<file path="config.mk">
export PLATFORM = sky130hd
export DESIGN_NAME = div_by_sub
export DESIGN_NICKNAME = d
export VERILOG_FILES = /design/src/rtl/div_by_sub.sv
export SDC_FILE = /design/constraint.sdc
export NUM_CORES = 1
export LEC_CHECK = 0
export CORE_AREA = 2 2 105 107
export CTS_CLUSTER_DIAMETER = 60
export CTS_CLUSTER_SIZE = 10
export DETAILED_ROUTE_END_ITERATION = 6
export DIE_AREA = 0 0 107 109
export PLACE_DENSITY_LB_ADDON = 0.15
export REMOVE_ABC_BUFFERS = 1
export SLEW_MARGIN = 15
export SYNTH_ARGS = -nofsm -noshare
export SYNTH_HDL_FRONTEND = slang
export SYNTH_SLANG_ARGS = --single-unit
</file>
<file path="constraint.sdc">
create_clock -name clk -period 3.05 [get_ports clk]
set_input_delay 0.4575 -clock clk [delete_from_list [all_inputs] [get_ports clk]]
set_output_delay 0.4575 -clock clk [all_outputs]
set_load 0.1 [all_outputs]
</file>
<file path="src/rtl/div_by_sub.sv">
// Unsigned divider using repeated subtraction, one subtraction per clock.
// Define DIV_BY_SUB_DBZ_EN to add the div_by_zero flag and an early exit on a zero divisor.
module div_by_sub #(
    parameter int WIDTH = 16
) (
    input  logic             clk,
    input  logic             rst,
    input  logic             start,
    input  logic [WIDTH-1:0] dividend,
    input  logic [WIDTH-1:0] divisor,
    output logic             busy,
    output logic             done,
    output logic [WIDTH-1:0] quotient,
`ifdef DIV_BY_SUB_DBZ_EN
    output logic [WIDTH-1:0] remainder,
    output logic             div_by_zero
`else
    output logic [WIDTH-1:0] remainder
`endif
);

    typedef enum logic [1:0] {
        IDLE = 2'd0,
        LOAD = 2'd1,
        SUB  = 2'd2,
        DONE = 2'd3
    } state_t;

    state_t           state;
    state_t           next_state;
    logic [WIDTH-1:0] r_reg;
    logic [WIDTH-1:0] b_reg;
    logic [WIDTH-1:0] q_reg;
    logic             sub_ok;

    // Without the zero-divisor exit, a zero divisor keeps subtracting and Q wraps until reset.
`ifdef DIV_BY_SUB_DBZ_EN
    assign sub_ok = (r_reg >= b_reg) && (b_reg != '0);
`else
    assign sub_ok = (r_reg >= b_reg);
`endif

    always_ff @(posedge clk or posedge rst) begin
        if (rst) begin
            state <= IDLE;
        end else begin
            state <= next_state;
        end
    end

    always_comb begin
        next_state = state;
        case (state)
            IDLE: if (start) next_state = LOAD;
            LOAD: next_state = SUB;
            SUB:  if (!sub_ok) next_state = DONE;
            DONE: next_state = IDLE;
            default: next_state = IDLE;
        endcase
    end

    always_comb begin
        busy = 1'b0;
        done = 1'b0;
        case (state)
            LOAD, SUB: busy = 1'b1;
            DONE:      done = 1'b1;
            default: begin
                busy = 1'b0;
                done = 1'b0;
            end
        endcase
    end

    // Results are written on the SUB->DONE edge so they are already valid while done is high.
    always_ff @(posedge clk or posedge rst) begin
        if (rst) begin
            r_reg       <= '0;
            b_reg       <= '0;
            q_reg       <= '0;
            quotient    <= '0;
            remainder   <= '0;
`ifdef DIV_BY_SUB_DBZ_EN
            div_by_zero <= 1'b0;
`endif
        end else begin
            case (state)
                IDLE: begin
                    if (start) begin
                        r_reg <= dividend;
                        b_reg <= divisor;
                        q_reg <= '0;
                    end
                end
                SUB: begin
                    if (sub_ok) begin
                        r_reg <= r_reg - b_reg;
                        q_reg <= q_reg + 1'b1;
                    end else begin
                        remainder <= r_reg;
`ifdef DIV_BY_SUB_DBZ_EN
                        if (b_reg == '0) begin
                            quotient    <= '1;
                            div_by_zero <= 1'b1;
                        end else begin
                            quotient    <= q_reg;
                            div_by_zero <= 1'b0;
                        end
`else
                        quotient <= q_reg;
`endif
                    end
                end
                default: begin
                end
            endcase
        end
    end

endmodule

</file>
==> metrics.cfg <==
[sta]
timing.final.crit_share_pct=89.2
hold_violations=0
final-max-slew-violation-count=0
clock_skew_ps=13.2
fmaxAchievable_mhz=368
max_slew.worst_pin.slew_ps=939
min_period_ps=2720
rsz0062_at_grt=no
slew_headroom_pct=37.3
setup_viol=0
fin_ws_ps=330

[grt]
grt_max_degree=42
grt_pass1_vias=3644
grtUsageTotal_pct=20.3
antenna_found_initial=0
grt_overflow=0
grt_pass1_wl_um=18600

[setup_path]
cp.arrival_ps=2950
cp_num_cells=10
worst-path-buf-inv=3
crit_top_cell=inv_1
crit_fanout=19
r2r_cells=10
crit_end=remainder[7]
r2r_setup_slack_ps=330
required_ps=3280
r2r-start=r_reg[0]
path_cells=inv_1 -> ha_1 -> inv_1 -> fa_1 -> nand3_1 -> a31oi_1 -> o21ai_0 -> nand2_1 -> buf_4 -> mux2_2
worstSetupStartpoint=r_reg[0]
criticalPathCategory=reg2reg
r2r_end=remainder[7]
slowest_delay_ps=410
crit_family=adder cells
startpoint_type=flop
crit_slowest_cell=fa_1
crit_path_end_kind=flop

[route]
vias=3629
routed_wl_um=11100
dr.pass1.iters=4
ant_nets=0
dr.first_iter.drc_count=168
drt-vias-per-instance=5.37
drcViolationCount=0
routedWlPerCell_um=16.4

[synthesis]
synth_warnings=0
ys_seq_elements=82
async_flop_share_pct=100
syn_area_um2=4600
synthFlopType=dfrtp_1
ys_types=56
synthCells=461
synth_compound_area_share_pct=13.7
synth_edf_count=0
synthDominantCellAreaShare_pct=44.6
synth_sequential_area_ratio_pct=44.6
synthSimpleGateAreaFrac_pct=15.1
synth_top_family_by_area=simple AND/OR/NAND/NOR gates
synth_top_cell_by_area=dfrtp_1
synth.area.top_cells=dfrtp_1, mux2_2, ha_1
synthAdderAreaFrac_pct=6.15
muxShareOfSynthArea_pct=13.8
avgSynthCellArea_um2=9.97
synthXorXnorAreaFrac_pct=1.90

[cts]
cts_tree=yes
cts_buffer_depth=2
cts_buffers=9
cts.sink_count=82
clk_latency_ps=350
cts_setup_buffers=0
cts-resized-gates=0
clockRootBuffer=clkbuf_8
path_clk_slew_ps=90
cts_max_level=3
ctsHoldBuffers=0

[place]
place_ws_ps=368
dp_hpwl_um=8220
place_area_um2=5350
gp_congestion=0.849
port_buffers=68

[floorplanning]
rows=38
die_w_um=107
die_y_um=109
fp.dieArea_um2=11700
io-pin-count=69
core_um2=10600
start_util_pct=43.4

[cells_and_area]
n_antenna_cell=0
fin_util_pct=52.4
final_cell_mix=dfrtp_1, buf_4, nand2_1, mux2_2, clkdlybuf4s50_1
drive_above_1_share_pct=21.6
final_nets=588
final_common_cell=dfrtp_1
synthToLayoutAreaGrowth_pct=20.8
fin_area_um2=5560

[run_status]
status=complete, no violations

[min_path]
hold_class=reg2reg

[run]
drv_cap=0

==> worst register-to-register path: stages, from the launching register on <==
cell and delay, ps:
dfrtp_1 390, inv_1 70, ha_1 160, inv_1 50
fa_1 410, nand3_1 160, a31oi_1 100, o21ai_0 390
nand2_1 270, buf_4 290, mux2_2 310
==> cells by family after synthesis <==
| family | after synthesis |
|---|---|
| compound gates | 97 |
| xor+xnor | 10 |
| fa+ha+maj | 22 |
| buf+inv | 49 |
| flops | 82 |
| mux | 58 |
| simple gates | 143 |
==> worst min-delay path by stage <==
stage | to | depth (start not counted) | slack [ps] | start
after floorplan | b_reg[10] | 1 | 480 | b_reg[10]
after global placement | quotient[5] | 2 | 470 | quotient[5]
after detailed placement | quotient[5] | 2 | 480 | quotient[5]
after CTS | quotient[5] | 2 | 500 | quotient[5]
after global routing | quotient[5] | 2 | 520 | quotient[5]
final | quotient[5] | 2 | 490 | quotient[5]
==> per-stage QoR <==
stage | hold WS (ps) | std cells | setup TNS (ps)
2_1_floorplan | 479 | 440 | -3040
3_3_place_gp | 465 | 660 | 0
3_5_place_dp | 478 | 660 | 0
4_1_cts | 500 | 676 | 0
5_1_grt | 519 | 676 | 0
6_report | 491 | 676 | 0
==> routing by layer <==
metal	share of wire, %	routed length [µm]	up-vias	track usage [%]
li1	-	-	1796	-
met1	48	5350	1774	27.2
met2	48	5320	51	34.3
met3	2.8	311	8	3.77
met4	0.79	87	0	4.73
met5	0	0	-	0
==> cells in the mapped netlist (all sizes together), types with 3 or more instances <==
library cell,number
dfrtp,82
mux2,44
nand2,43
a21oi,33
nor2,32
inv,28
o21ai,22
ha,21
nand3,17
mux2i,14
buf,13
nand2b,10
nand4,10
clkbuf,8
a211oi,6
nor3,6
nor4,6
o211ai,6
xnor2,6
and3,5
a31oi,4
xor2,4
a22oi,3
and2,3
nor3b,3
o221ai,3
o311ai,3
or2,3
or4,3
==> cell type report <==
type	count	area (µm²)
fillers	994	5050
multi-input cells	330	2330
clock buffers	11	141
clock inverters	5	61.3
well taps	140	175
inverters	28	106
repair buffers	80	686
flip-flops and latches	82	2050
Power is left out: the tool's default activity adds up to more than one toggle a clock period on the data nets, which glitch-free logic cannot reach.
